===== src/rtl/rojobot_pkg.sv =====
// Shared definitions for the RoJoBot update-capture stage: control bit
// indices, status word layout, snapshot byte lanes and the snapshot type.
package rojobot_pkg;

  // Control word bits coming from the register block's o_reg_a
  localparam int CTL_POP    = 0;
  localparam int CTL_OVFCLR = 1;
  localparam int CTL_FLUSH  = 2;

  // Status word layout presented on i_reg_b
  localparam int STAT_SEQ_LSB = 0;
  localparam int STAT_SEQ_W   = 8;
  localparam int STAT_CNT_LSB = 8;
  localparam int STAT_CNT_W   = 5;
  localparam int STAT_VALID   = 13;
  localparam int STAT_OVF     = 14;
  localparam int STAT_TS_LSB  = 16;
  localparam int STAT_TS_W    = 16;

  // Snapshot byte lanes presented on i_reg_a
  localparam int SNAP_LOCX_LSB = 0;
  localparam int SNAP_LOCY_LSB = 8;
  localparam int SNAP_SENS_LSB = 16;
  localparam int SNAP_INFO_LSB = 24;

  // Width of the optional free-running timestamp
  localparam int TS_W = 16;

  // Packed so that the struct bit layout matches the snapshot word lanes
  typedef struct packed {
    logic [7:0] info;
    logic [7:0] sens;
    logic [7:0] locy;
    logic [7:0] locx;
  } snap_t;

  // Assemble the status word from its fields; bit 15 is always zero
  function automatic logic [31:0] pack_stat(
    input logic [STAT_SEQ_W-1:0] seq,
    input logic [STAT_CNT_W-1:0] cnt,
    input logic                  valid,
    input logic                  ovf,
    input logic [STAT_TS_W-1:0]  ts
  );
    return {ts, 1'b0, ovf, valid, cnt, seq};
  endfunction

endpackage


===== src/rtl/rojobot_upd_fifo.sv =====
// Generic single-clock FIFO with synchronous flush. The head entry is read
// combinationally; the consumer registers it. Push while full is accepted
// only together with a pop; pop while empty is ignored.
module rojobot_upd_fifo #(
  parameter int DEPTH = 4,
  parameter int WIDTH = 40
) (
  input  logic                       clk_i,
  input  logic                       rst_i,
  input  logic                       push_i,
  input  logic                       pop_i,
  input  logic                       flush_i,
  input  logic [WIDTH-1:0]           din_i,
  output logic [WIDTH-1:0]           head_o,
  output logic [$clog2(DEPTH):0]     count_o,
  output logic                       full_o,
  output logic                       empty_o
);

  localparam int PTR_W = $clog2(DEPTH);
  localparam int CNT_W = PTR_W + 1;

  logic [WIDTH-1:0] mem_q [DEPTH];
  logic [PTR_W-1:0] wr_ptr_q, wr_ptr_d;
  logic [PTR_W-1:0] rd_ptr_q, rd_ptr_d;
  logic [CNT_W-1:0] count_q, count_d;
  logic             push_acc;
  logic             pop_acc;

  assign full_o  = (count_q == CNT_W'(DEPTH));
  assign empty_o = (count_q == '0);
  assign head_o  = mem_q[rd_ptr_q];
  assign count_o = count_q;

  // Qualify requests: flush overrides both, pop needs data, push needs room
  always_comb begin
    pop_acc  = pop_i & ~flush_i & ~empty_o;
    push_acc = push_i & ~flush_i & (~full_o | pop_acc);
  end

  // Pointer and occupancy next-state; pointers wrap naturally (DEPTH is 2^n)
  always_comb begin
    wr_ptr_d = wr_ptr_q;
    rd_ptr_d = rd_ptr_q;
    count_d  = count_q;
    if (flush_i) begin
      wr_ptr_d = '0;
      rd_ptr_d = '0;
      count_d  = '0;
    end else begin
      if (push_acc) wr_ptr_d = wr_ptr_q + PTR_W'(1);
      if (pop_acc)  rd_ptr_d = rd_ptr_q + PTR_W'(1);
      count_d = count_q + CNT_W'(push_acc) - CNT_W'(pop_acc);
    end
  end

  // Pointer and occupancy registers
  always_ff @(posedge clk_i) begin
    if (rst_i) begin
      wr_ptr_q <= '0;
      rd_ptr_q <= '0;
      count_q  <= '0;
    end else begin
      wr_ptr_q <= wr_ptr_d;
      rd_ptr_q <= rd_ptr_d;
      count_q  <= count_d;
    end
  end

  // Storage array; contents need no reset because occupancy guards reads
  always_ff @(posedge clk_i) begin
    if (push_acc) mem_q[wr_ptr_q] <= din_i;
  end

endmodule


===== src/rtl/rojobot_upd_capture.sv =====
// Capture stage between the RoJoBot IP and the rojobot_top register block.
// Each rising edge of bot_upd_i snapshots the bot outputs into a small FIFO;
// software drains it with toggle bits so no update is lost between polls.
// Optional build macro ROJOBOT_UPD_TIMESTAMP_EN adds a 16-bit cycle
// timestamp to each entry, reported in stat_o[31:16] (zero otherwise).
module rojobot_upd_capture
  import rojobot_pkg::*;
#(
  parameter int DEPTH = 4,
  parameter int SEQ_W = 8
) (
  input  logic        wb_clk_i,
  input  logic        wb_rst_i,
  input  logic [7:0]  bot_locx_i,
  input  logic [7:0]  bot_locy_i,
  input  logic [7:0]  bot_sens_i,
  input  logic [7:0]  bot_info_i,
  input  logic        bot_upd_i,
  input  logic [31:0] ctl_i,
  output logic [31:0] snap_o,
  output logic [31:0] stat_o
);

  localparam int CNT_W = $clog2(DEPTH) + 1;

  typedef struct packed {
`ifdef ROJOBOT_UPD_TIMESTAMP_EN
    logic [TS_W-1:0]  ts;
`endif
    logic [SEQ_W-1:0] seq;
    snap_t            snap;
  } entry_t;

  localparam int ENTRY_W = $bits(entry_t);

  logic             upd_q;
  logic [1:0]       ctl_q;
  logic [SEQ_W-1:0] seq_q, seq_d;
  logic             ovf_q, ovf_d;
  logic [31:0]      snap_q, snap_d;
  logic [31:0]      stat_q, stat_d;

  logic             push_req, pop_req, clr_req, flush;
  logic             pop_ok, push_ok, drop;
  entry_t           new_entry;
  entry_t           head;
  logic [ENTRY_W-1:0] head_bits;
  logic [CNT_W-1:0] fifo_count;
  logic             fifo_full, fifo_empty;
  logic [TS_W-1:0]  head_ts;
  logic             unused_ctl;

  assign unused_ctl = ^ctl_i[31:CTL_FLUSH+1];

`ifdef ROJOBOT_UPD_TIMESTAMP_EN
  logic [TS_W-1:0] ts_q;

  // Free-running cycle counter stamped into each entry at push
  always_ff @(posedge wb_clk_i) begin
    if (wb_rst_i) ts_q <= '0;
    else          ts_q <= ts_q + TS_W'(1);
  end

  assign new_entry.ts = ts_q;
  assign head_ts      = head.ts;
`else
  assign head_ts = '0;
`endif

  assign new_entry.seq       = seq_q;
  assign new_entry.snap.info = bot_info_i;
  assign new_entry.snap.sens = bot_sens_i;
  assign new_entry.snap.locy = bot_locy_i;
  assign new_entry.snap.locx = bot_locx_i;
  assign head                = entry_t'(head_bits);

  // Decode edge/toggle requests and arbitrate push, pop and overflow
  always_comb begin
    push_req = bot_upd_i & ~upd_q;
    pop_req  = ctl_i[CTL_POP] ^ ctl_q[0];
    clr_req  = ctl_i[CTL_OVFCLR] ^ ctl_q[1];
    flush    = ctl_i[CTL_FLUSH];
    pop_ok   = pop_req & ~flush & ~fifo_empty;
    push_ok  = push_req & ~flush & (~fifo_full | pop_ok);
    drop     = push_req & ~flush & fifo_full & ~pop_ok;
    seq_d    = push_ok ? seq_q + SEQ_W'(1) : seq_q;
    ovf_d    = ovf_q;
    if (clr_req) ovf_d = 1'b0;
    if (drop)    ovf_d = 1'b1;   // a drop in the same cycle beats the clear
  end

  // Output words reflect the FIFO state as it stands before this edge
  always_comb begin
    snap_d = '0;
    stat_d = pack_stat(8'd0, 5'd0, 1'b0, ovf_q, 16'd0);
    if (!fifo_empty) begin
      snap_d = head.snap;
      stat_d = pack_stat(STAT_SEQ_W'(head.seq), STAT_CNT_W'(fifo_count),
                         1'b1, ovf_q, head_ts);
    end
  end

  // Edge/toggle history, sequence counter, overflow flag and output registers
  always_ff @(posedge wb_clk_i) begin
    if (wb_rst_i) begin
      upd_q  <= 1'b0;
      ctl_q  <= '0;
      seq_q  <= '0;
      ovf_q  <= 1'b0;
      snap_q <= '0;
      stat_q <= '0;
    end else begin
      upd_q  <= bot_upd_i;
      ctl_q  <= {ctl_i[CTL_OVFCLR], ctl_i[CTL_POP]};
      seq_q  <= seq_d;
      ovf_q  <= ovf_d;
      snap_q <= snap_d;
      stat_q <= stat_d;
    end
  end

  assign snap_o = snap_q;
  assign stat_o = stat_q;

  rojobot_upd_fifo #(
    .DEPTH (DEPTH),
    .WIDTH (ENTRY_W)
  ) u_fifo (
    .clk_i   (wb_clk_i),
    .rst_i   (wb_rst_i),
    .push_i  (push_ok),
    .pop_i   (pop_ok),
    .flush_i (flush),
    .din_i   (new_entry),
    .head_o  (head_bits),
    .count_o (fifo_count),
    .full_o  (fifo_full),
    .empty_o (fifo_empty)
  );

endmodule


===== config.mk =====
export PLATFORM = sky130hd
export DESIGN_NAME = rojobot_upd_capture
export DESIGN_NICKNAME = d
export VERILOG_FILES = /design/src/rtl/rojobot_pkg.sv /design/src/rtl/rojobot_upd_fifo.sv /design/src/rtl/rojobot_upd_capture.sv
export SDC_FILE = /design/constraint.sdc
export NUM_CORES = 1
export LEC_CHECK = 0
export BUFFER_PORTS_ARGS = -buffer_cell sky130_fd_sc_hd__buf_2
export CORE_MARGIN = 4
export CORE_UTILIZATION = 50
export CTS_CLUSTER_SIZE = 28
export DETAILED_ROUTE_END_ITERATION = 6
export PLACE_DENSITY = 0.76
export RECOVER_POWER = 100
export SLEW_MARGIN = 20
export SYNTH_ARGS = -nofsm -noshare
export SYNTH_HDL_FRONTEND = slang
export SYNTH_SLANG_ARGS = --single-unit

===== constraint.sdc =====
create_clock -name wb_clk_i -period 2.4 [get_ports wb_clk_i]
set_clock_uncertainty 0.05 [all_clocks]
set_input_delay 0.36 -clock wb_clk_i [delete_from_list [all_inputs] [get_ports wb_clk_i]]
set_output_delay 0.36 -clock wb_clk_i [all_outputs]
set_load 0.02 [all_outputs]

==> results_dict.tcl <==
set metrics [dict create \
    status "completed" \
    rsz0062_at_grt "no" \
    hp-class "primary input to flop" \
    yosys.cell_count.top_type "edfxtp_1" \
    final.min_clock_period_ps 2200 \
    max_freq_mhz 454 \
    dr.pass1.iters 4 \
    ys.flop_type "edfxtp_1" \
    cp.arrival_ps 2530 \
    ios 131 \
    synth_top_family_by_area "multiplexers" \
    synth-simple-area-share 0.0611 \
    drt_iter0_markers 238 \
    ys_warn_count 0 \
    crit_type "flop to flop" \
    overflow 0 \
    leakagePower_nw 3.15 \
    swShare 0.193 \
    insertedDiodeCount 0 \
    ys_async_sr_fraction 0 \
    numCtsBuffers 24 \
    vias_per_cell 4.98 \
    ctsResizeCount 0 \
    totalWireLength_um 13400 \
    ys_ff_latch 226 \
    cts_buffer_depth 3 \
    maxSlewHeadroom 0.408 \
    ant_nets 0 \
    fp.coreArea_um2 15900 \
    dieArea_um2 18300 \
    cp-end-kind "flop" \
    reg2reg_depth 9 \
    clk_latency_ps 490 \
    netlist_instances 430 \
    power_switching_mw 1.57 \
    synthTopCellsByArea "edfxtp_1 59%, dfxtp_1 16%, mux4_2 11%" \
    hold_depth 1 \
    dp_hpwl_um 8390 \
    peakVddDrop_mv 0.787 \
    power_density_nw_per_um2 858 \
    worstPathRequired_ps 2730 \
    seq_area_frac_synth 0.757 \
    p_clk_frac 0.448 \
    postLayoutCellArea_um2 9500 \
    seqPwrFrac 0.521 \
    finalSetupTns_ps 0 \
    drive_gt1_frac 0.183 \
    synth-xor-area-share 0.0119 \
    clock-sinks 226 \
    gp_congestion 0.797 \
    placed_area_um2 8880 \
    p_total_mw 8.15 \
    wire_per_inst_um 17.4 \
    avgSynthCellArea_um2 18.8 \
    synth_compound_area_frac 0.00850 \
    grtUsageTotal 0.149 \
    drv_slew 0 \
    p_comb_frac 0.031 \
    start_util 0.510 \
    synthDistinctLibCells 32 \
    synth_edf_count 160 \
    min_period_over_period 0.918 \
    hold_viol 0 \
    area_growth_pct 17.4 \
    cts_tree "yes" \
    grt_antenna_before_repair 0 \
    cts-root-buf "clkbuf_16" \
    crit_fanout 4 \
    h-tree-depth 1 \
    syn-cell-area_um2 8100 \
    cap_violations 0 \
    yosys.area.top_type "edfxtp_1" \
    synth_top_area_frac 0.594 \
    grt_pass1_wl_um 21300 \
    setup_viol 0 \
    cp-start-kind "flop" \
    io_buffer_count 82 \
    grt_max_degree 42 \
    worst_slew_pin_slew_ps 888 \
    synth_common_cells "160 x edfxtp_1, 66 x dfxtp_1, 45 x and2_1, 40 x mux4_2, 24 x buf_4" \
    grt_pass1_vias 4074 \
    drc 0 \
    synth_fa_ha_area_frac 0.0133 \
    intPower_mw 6.58 \
    rows 46 \
    chipWidth_um 135 \
    clk_pin_slew_worst_paths_ps 50 \
    die_h_um 135 \
    num_vias 3841 \
    finalNetCount 613 \
    synth_mux_area_frac 0.115 \
]
## cell type report
class                   count  area (um2)
flip-flops and latches    226        6130
fillers                  1222        6380
clock inverters            14         153
clock buffers              30         654
inverters                  11        41.3
multi-input cells         175        1760
well taps                 216         270
repair buffers            100         487
## routing by layer
metal	vias up	wire length (um)	global-route usage
met4	0	250	0.0325
met3	24	675	0.0308
met2	98	6990	0.265
met5	-	0	0
met1	1927	5520	0.189
li1	1792	-	-
## cells by family after synthesis
group           after synthesis
fa+ha+maj                     8
mux                          43
flops                       226
xor+xnor                     11
other cells                   1
buf+inv                      47
compound gates                9
simple gates                 85
## state kept, by name, summed over array words and instances, names as in the netlist, 2 cells and up, named ones only
register	count
u_fifo.count_o	3
ctl_q	2
snap_o	32
u_fifo.rd_ptr_q	2
seq_q	8
stat_o	13
u_fifo.mem_q	160
u_fifo.wr_ptr_q	2
## placed cells by master (no fill, tap or decap), types with 5 or more instances in the layout
cell	n
and2_1	22
xnor2_1	11
inv_1	11
clkbuf_1	85
clkinv_2	5
clkbuf_4	6
and2_0	21
edfxtp_1	160
conb_1	19
nor2_1	17
ha_1	7
clkbuf_16	25
dfxtp_1	64
nor2b_1	6
mux4_2	40
## critical path, stage by stage (launching register included)
cell and delay, ps:
dfxtp_1 340, nor3_1 250, nor3_1 120, ha_1 280, inv_1 40, ha_1 190
fa_1 390, xnor2_1 210, xnor2_1 160, nor2_1 70
## worst paths after layout
kind,startpoint,end,slack [ps]
worst max-delay path,u_fifo.count_o[2],u_fifo.count_o[2],200
worst min register to register,ovf_q,ovf_q,420
worst max register to register,u_fifo.count_o[2],u_fifo.count_o[2],200
worst min-delay path,bot_info_i[6],u_fifo.mem_q[2][30],60
## power groups by stage
| stage | Sequential [mW] | Combinational [mW] | Clock [mW] |
|---|---|---|---|
| after CTS | 4.25 | 0.274 | 3.74 |
| after global placement | 4.33 | 0.262 | 0 |
| after detailed placement | 4.33 | 0.273 | 0 |
| after global routing | 4.25 | 0.278 | 3.93 |
| final | 4.25 | 0.251 | 3.65 |
| after floorplan | 4.35 | 0.157 | 0 |
## metrics by stage
stage          utilization  instances  hold WS (ps)  worst slack (ps)
4_1_cts              0.610        772          4.56               192
3_5_place_dp         0.559        727           415              91.5
6_report             0.598        772          62.5               196
5_1_grt              0.598        772          63.8              54.8
3_3_place_gp         0.559        727           398               194
2_1_floorplan            -        448           382              97.4
## repair_timing
item / CTS / global route
hold endpoints to repair: 3 / 0
setup endpoints to repair: 0 / 0
hold buffers: 1 / 0
setup buffers: 0 / 0
Power figures use the tool's default switching activity.
